## src/rtl/router_fifo_param.sv

```systemverilog
// -----------------------------------------------------------------------------
// router_fifo_param
// Per-port packet FIFO for the router. Each entry stores {hdr, data}. The hdr
// bit is the write-side lfd_state, so the packet boundary travels with the
// payload. The FIFO also reports its fill level, almost-full/empty, the number
// of stored headers, and sticky overflow/underflow flags.
//
// Ports
//   clk           rising-edge clock
//   resetn        synchronous reset, ACTIVE-HIGH despite the name
//   soft_reset    synchronous flush, active-high (lower priority than resetn)
//   wr_en         write request
//   lfd_state     current write is a packet header byte
//   data_in       write data (DATA_W)
//   rd_en         read request
//   data_out      registered read data (DATA_W)
//   data_out_hdr  header tag of the entry on data_out
//   data_valid    one-cycle pulse, data_out/data_out_hdr updated this cycle
//   empty/full    fill_level == 0 / fill_level == DEPTH
//   almost_empty  fill_level <= AE_THRESH
//   almost_full   fill_level >= AF_THRESH
//   fill_level    stored entries (AW+1 bits)
//   pkt_count     stored entries whose header tag is set (AW+1 bits)
//   overflow      sticky, set when a write is attempted while full
//   underflow     sticky, set when a read is attempted while empty
// -----------------------------------------------------------------------------
module router_fifo_param #(
   parameter int DATA_W    = 8,
   parameter int DEPTH     = 16,
   parameter int AF_THRESH = DEPTH - 2,
   parameter int AE_THRESH = 2
) (
   input  logic                     clk,
   input  logic                     resetn,
   input  logic                     soft_reset,
   input  logic                     wr_en,
   input  logic                     lfd_state,
   input  logic [DATA_W-1:0]        data_in,
   input  logic                     rd_en,
   output logic [DATA_W-1:0]        data_out,
   output logic                     data_out_hdr,
   output logic                     data_valid,
   output logic                     empty,
   output logic                     full,
   output logic                     almost_empty,
   output logic                     almost_full,
   output logic [$clog2(DEPTH):0]   fill_level,
   output logic [$clog2(DEPTH):0]   pkt_count,
   output logic                     overflow,
   output logic                     underflow
);

   localparam int AW = $clog2(DEPTH);

   localparam logic [AW-1:0] PTR_ONE  = {{(AW-1){1'b0}}, 1'b1};
   localparam logic [AW:0]   CNT_ONE  = {{AW{1'b0}}, 1'b1};
   localparam logic [AW:0]   LVL_FULL = (AW+1)'(DEPTH);
   localparam logic [AW:0]   LVL_AF   = (AW+1)'(AF_THRESH);
   localparam logic [AW:0]   LVL_AE   = (AW+1)'(AE_THRESH);

   logic [DATA_W:0] mem [DEPTH];
   logic [AW-1:0]   wr_ptr;
   logic [AW-1:0]   rd_ptr;
   logic            wr_acc;
   logic            rd_acc;
   logic            rd_hdr;
   logic [AW:0]     fill_next;
   logic [AW:0]     pkt_next;

   // Status flags decode only the registered count, so full/empty never
   // depend on pointer comparison.
   assign empty        = (fill_level == {(AW+1){1'b0}});
   assign full         = (fill_level == LVL_FULL);
   assign almost_empty = (fill_level <= LVL_AE);
   assign almost_full  = (fill_level >= LVL_AF);

   // A write while full is dropped even if a read is accepted in the same
   // cycle, because full comes from the count before the edge.
   assign wr_acc = wr_en & ~full;
   assign rd_acc = rd_en & ~empty;
   assign rd_hdr = mem[rd_ptr][DATA_W];

   // Next fill level and header count. Simultaneous increment and decrement
   // cancel out.
   always_comb begin
      fill_next = fill_level;
      pkt_next  = pkt_count;
      case ({wr_acc, rd_acc})
         2'b10:   fill_next = fill_level + CNT_ONE;
         2'b01:   fill_next = fill_level - CNT_ONE;
         default: fill_next = fill_level;
      endcase
      case ({wr_acc & lfd_state, rd_acc & rd_hdr})
         2'b10:   pkt_next = pkt_count + CNT_ONE;
         2'b01:   pkt_next = pkt_count - CNT_ONE;
         default: pkt_next = pkt_count;
      endcase
   end

   // Storage array. It is not reset, and writes are suppressed during either
   // reset.
   always_ff @(posedge clk) begin
      if (!resetn && !soft_reset && wr_acc) begin
         mem[wr_ptr] <= {lfd_state, data_in};
      end
   end

   // Pointers, counters, read-data register and sticky error flags.
   always_ff @(posedge clk) begin
      if (resetn || soft_reset) begin
         wr_ptr       <= '0;
         rd_ptr       <= '0;
         fill_level   <= '0;
         pkt_count    <= '0;
         data_out     <= '0;
         data_out_hdr <= 1'b0;
         data_valid   <= 1'b0;
         overflow     <= 1'b0;
         underflow    <= 1'b0;
      end else begin
         fill_level <= fill_next;
         pkt_count  <= pkt_next;
         data_valid <= rd_acc;
         overflow   <= overflow  | (wr_en & full);
         underflow  <= underflow | (rd_en & empty);
         if (wr_acc) begin
            wr_ptr <= wr_ptr + PTR_ONE;
         end
         if (rd_acc) begin
            {data_out_hdr, data_out} <= mem[rd_ptr];
            rd_ptr                   <= rd_ptr + PTR_ONE;
         end
      end
   end

endmodule

```

## config.mk

```make
export PLATFORM = sky130hd
export DESIGN_NAME = router_fifo_param
export DESIGN_NICKNAME = d
export VERILOG_FILES = /design/src/rtl/router_fifo_param.sv
export SDC_FILE = /design/constraint.sdc
export NUM_CORES = 1
export LEC_CHECK = 0
export CORE_ASPECT_RATIO = 0.6
export CORE_MARGIN = 1.5
export CORE_UTILIZATION = 43
export DETAILED_ROUTE_END_ITERATION = 10
export SYNTH_ARGS = -nofsm -noshare
export SYNTH_HDL_FRONTEND = slang
export SYNTH_SLANG_ARGS = --single-unit
```

## constraint.sdc

```tcl
create_clock -name clk -period 3.3 [get_ports clk]
set_clock_uncertainty 0.15 [all_clocks]
set_input_delay 0.495 -clock clk [delete_from_list [all_inputs] [get_ports clk]]
set_output_delay 0.495 -clock clk [all_outputs]
set_load 0.01 [all_outputs]
```

==> impl_results.rst <==
.. list-table::
   :header-rows: 1

   * - Metric
     - Value
   * - Synth-to-Final Area Change
     - 19.92%
   * - Post-synthesis cell area
     - 0.007079 sq mm
   * - Power density relative to cell area
     - about 530 mW/mm^2
   * - Number of setup violations in the final report
     - 0
   * - Critical path arrival
     - approximately 3.3 ns
   * - First-pass GRT wire length
     - 21960 microns
   * - Number of cells traversed by the worst register-to-register path
     - 12
   * - Hold Buf Count CTS
     - 0
   * - Maximum frequency from static timing analysis
     - 324.6 MHz
   * - Final instance area
     - 0.008489 sq mm
   * - Clock sink count
     - ~180
   * - Fraction of final layout cells with drive strength greater than 1
     - 0.2218
   * - Post-synth top flop
     - sky130_fd_sc_hd__edfxtp_1
   * - Library cell contributing the largest single delay on the critical path
     - sky130_fd_sc_hd__mux4_2
   * - VDD IR max
     - 0.4262 mV
   * - Part of the cycle the worst path needs
     - 0.9334
   * - Pin slew with the least headroom to its limit
     - 0.6673 ns
   * - Number of distinct standard cells referenced by the synthesized netlist
     - 40
   * - Largest cells by area after synthesis
     - sky130_fd_sc_hd__edfxtp_1 (61%), sky130_fd_sc_hd__mux4_2 (11%), sky130_fd_sc_hd__dfxtp_1 (9.6%)
   * - Gr usage total
     - 0.1797
   * - Minimum period implied by the final worst setup slack
     - between 3 and 4 ns
   * - First drt pass iteration count
     - 4
   * - Drt drc
     - 0
   * - Dpl ws
     - -0.02384 ns
   * - GRT overflow
     - 0
   * - WL/cell
     - approximately 20 microns
   * - Synthesis warning total
     - 0
   * - Endpoint required time on the critical path
     - roughly 3.5 ns
   * - Syn nets
     - ~440
   * - Mapped Cells
     - between 400 and 500
   * - Worst Hold Class
     - reg2reg
   * - Worst hold path startpoint
     - overflow$_SDFF_PP0_
   * - Max Buffers Root-to-Sink
     - 2
   * - Initial antenna violation count
     - 0
   * - Commonest non-fill, non-tap cells in the layout
     - sky130_fd_sc_hd__edfxtp_1 (144), sky130_fd_sc_hd__nor2_1 (42), sky130_fd_sc_hd__clkdlybuf4s50_1 (39)
   * - Number of inserted diodes
     - 0
   * - Floorplan core area
     - 0.01617 sq mm
   * - Num CTS Buffers
     - 17
   * - Worst Path Class, Setup
     - reg2reg
   * - Outcome
     - complete, no violations
   * - Number of synthesized register bits
     - around 180
   * - Cell count of the worst hold path
     - 2
   * - Post-route core utilization
     - 0.5250
   * - Initial DRC count
     - between 300 and 400
   * - Leakage
     - between 2 and 3 nW
   * - Setup crit start kind
     - flop
   * - Post-detailed-placement half-perimeter wirelength
     - roughly 9700 microns
   * - Number of flops mapped to enable cells by yosys
     - 144
   * - Area leader, netlist
     - sky130_fd_sc_hd__edfxtp_1
   * - Starting utilization of the core area
     - 0.4378
   * - Post-synth top area share
     - 0.6108
   * - Wirelength, routed
     - 14380 microns
   * - Number of buffers inserted by post-CTS setup repair
     - 0
   * - Min-Delay Endpoint
     - overflow$_SDFF_PP0_
   * - Die height
     - roughly 100 microns
   * - R2R Path End
     - pkt_count[4]$_SDFFE_PP0P_
   * - Detail Route Antenna Nets
     - 0
   * - Hold Violations, Final
     - 0
   * - Total number of vias
     - approximately 3700
   * - Clock tree from TritonCTS
     - built
   * - Top Ports
     - 40
   * - Syn avg cell area
     - ~17 sq um
   * - Final net count
     - 513
   * - Worst slew slack as a fraction of its limit
     - 0.5537
   * - Post-detailed-placement cell area
     - 0.007905 sq mm
   * - Clock Latency Late Sink
     - approximately 0.42 ns
   * - Slack of the critical path
     - around 0.22 ns
   * - Floorplan die area
     - 0.01727 sq mm
   * - Delay of the slowest cell on the worst path
     - between 0.4 and 0.5 ns
   * - Number of maximum-capacitance constraint violations
     - 0
   * - Part of the Yosys area used for sequential elements
     - 0.7070
   * - Element type at the critical path end
     - flop
   * - Number of max-slew violations in the final report
     - 0
   * - Async S/R FF share, synth
     - 0
   * - GP Congestion
     - 0.7409
   * - Cell row count
     - 36
   * - Number of global-route vias before repair
     - between 3000 and 4000
   * - RSZ-0062 raised after global routing
     - no
   * - Internal reg-to-reg setup slack
     - ~0.22 ns
   * - Die Width
     - between 150 and 200 microns
   * - Pin count of the biggest net entering global routing
     - 19
   * - Cell at the root of the clock tree
     - sky130_fd_sc_hd__clkbuf_16
   * - Routed vias/inst
     - around 5.3
   * - CTS H-tree depth
     - 4
   * - WP buf/inv
     - 2
   * - Cells along the critical path
     - buf_4 -> mux4_2 -> mux2i_1 -> a211oi_1 -> ha_1 -> buf_4 -> ha_1 -> nor2b_1 -> o21ai_1 -> a211oi_1 -> or3_1 -> a21oi_1
   * - Category of cells accounting for the largest share of critical-path delay
     - multiplexers
   * - CTS clock-pin slew for the worst setup and hold paths
     - approximately 0.07 ns
   * - Setup TNS
     - 0 ns
   * - Commonest non-fill, non-tap cell in the layout
     - sky130_fd_sc_hd__edfxtp_1
   * - Hold_ws
     - 0.3223 ns
   * - Count of input and output buffers
     - 39
   * - Biggest fanout along the worst timing path
     - 4
## area by class of cell
type	instances	area (sq um)
Clock buffer	17	425.4
Clock inverter	14	145.1
Fill cell	1285	7681
Inverter	14	52.55
Multi-Input combinational cell	200	1951
Sequential cell	178	5009
Tap cell	209	261.5
Timing Repair Buffer	73	645.6
## state kept, by name, summed over array words and instances, names as in the netlist, named ones only
| signal | cells |
|---|---|
| wr_ptr | 4 |
| data_valid | 1 |
| underflow | 1 |
| pkt_count | 5 |
| data_out_hdr | 1 |
| mem | 144 |
| data_out | 8 |
| rd_ptr | 4 |
| fill_level | 5 |
| overflow | 1 |
## how the worst max path moves through the flow
stage / startpoint / to / cells after the start
after detailed placement: flop / pkt_count[4]$_SDFFE_PP0P_ / 12
final: flop / pkt_count[4]$_SDFFE_PP0P_ / 12
after global routing: flop / pkt_count[4]$_SDFFE_PP0P_ / 12
after CTS: flop / pkt_count[4]$_SDFFE_PP0P_ / 12
after floorplan: flop / pkt_count[4]$_SDFFE_PP0P_ / 12
after global placement: flop / pkt_count[4]$_SDFFE_PP0P_ / 12
## where the power goes
part	switching (mW)	internal, mW	total [mW]	leakage [nW]
Clock	0.914	1.00	1.92	0.274
Combinational	0.0995	0.0668	0.166	0.896
Sequential	0.00797	2.43	2.44	1.57
## per-layer routing
metal,part of all wire,wire [microns],vias to the layer above,global-route usage
met1,0.49,7076,1890,0.2785
li1,-,-,1747,-
met3,0.067,960,15,0.04686
met2,0.43,6169,83,0.2515
met5,0,0,-,0
met4,0.012,172,0,0.04464
## cells by family (layout without fill, tap and decap cells)
kind of cell	count (synthesis)	count (layout)	synth area share
flops	178	178	0.7070
simple gates	77	77	0.05073
mux	53	53	0.1386
compound gates	45	45	0.04366
buf+inv	32	118	0.01909
fa+ha+maj	15	15	0.02863
xor+xnor	10	10	0.01237
## tightest hold or removal path, cell delays in order (launching register included)
cell and delay [ns]:
sky130_fd_sc_hd__dfxtp_1 0.33, sky130_fd_sc_hd__a21oi_1 0.04, sky130_fd_sc_hd__nor2_1 0.07
## metrics by stage
stage / power, mW / std cells
2_1_floorplan: 2.566 / 410
3_3_place_gp: 2.653 / 674
5_1_grt: 4.666 / 705
4_1_cts: 4.557 / 705
6_report: 4.524 / 705
3_5_place_dp: 2.658 / 674
## synth_stat cells (all sizes together) (4+ instances only)
cell      n
or3       4
o21ai     5
a31o      8
dfxtp    34
nor2     42
xor2      8
a21oi    13
a211oi    4
nand2    10
edfxtp  144
nor2b     5
mux2i    17
buf      10
inv      14
ha       13
clkbuf    8
mux4     36
o22ai     8
nand3     5
## what timing repair did
item	in CTS	in global routing
pin swaps	0	2
gates resized for setup	1	3
setup endpoints to repair	1	1
hold endpoints to repair	0	0
Power figures use the tool's default switching activity.
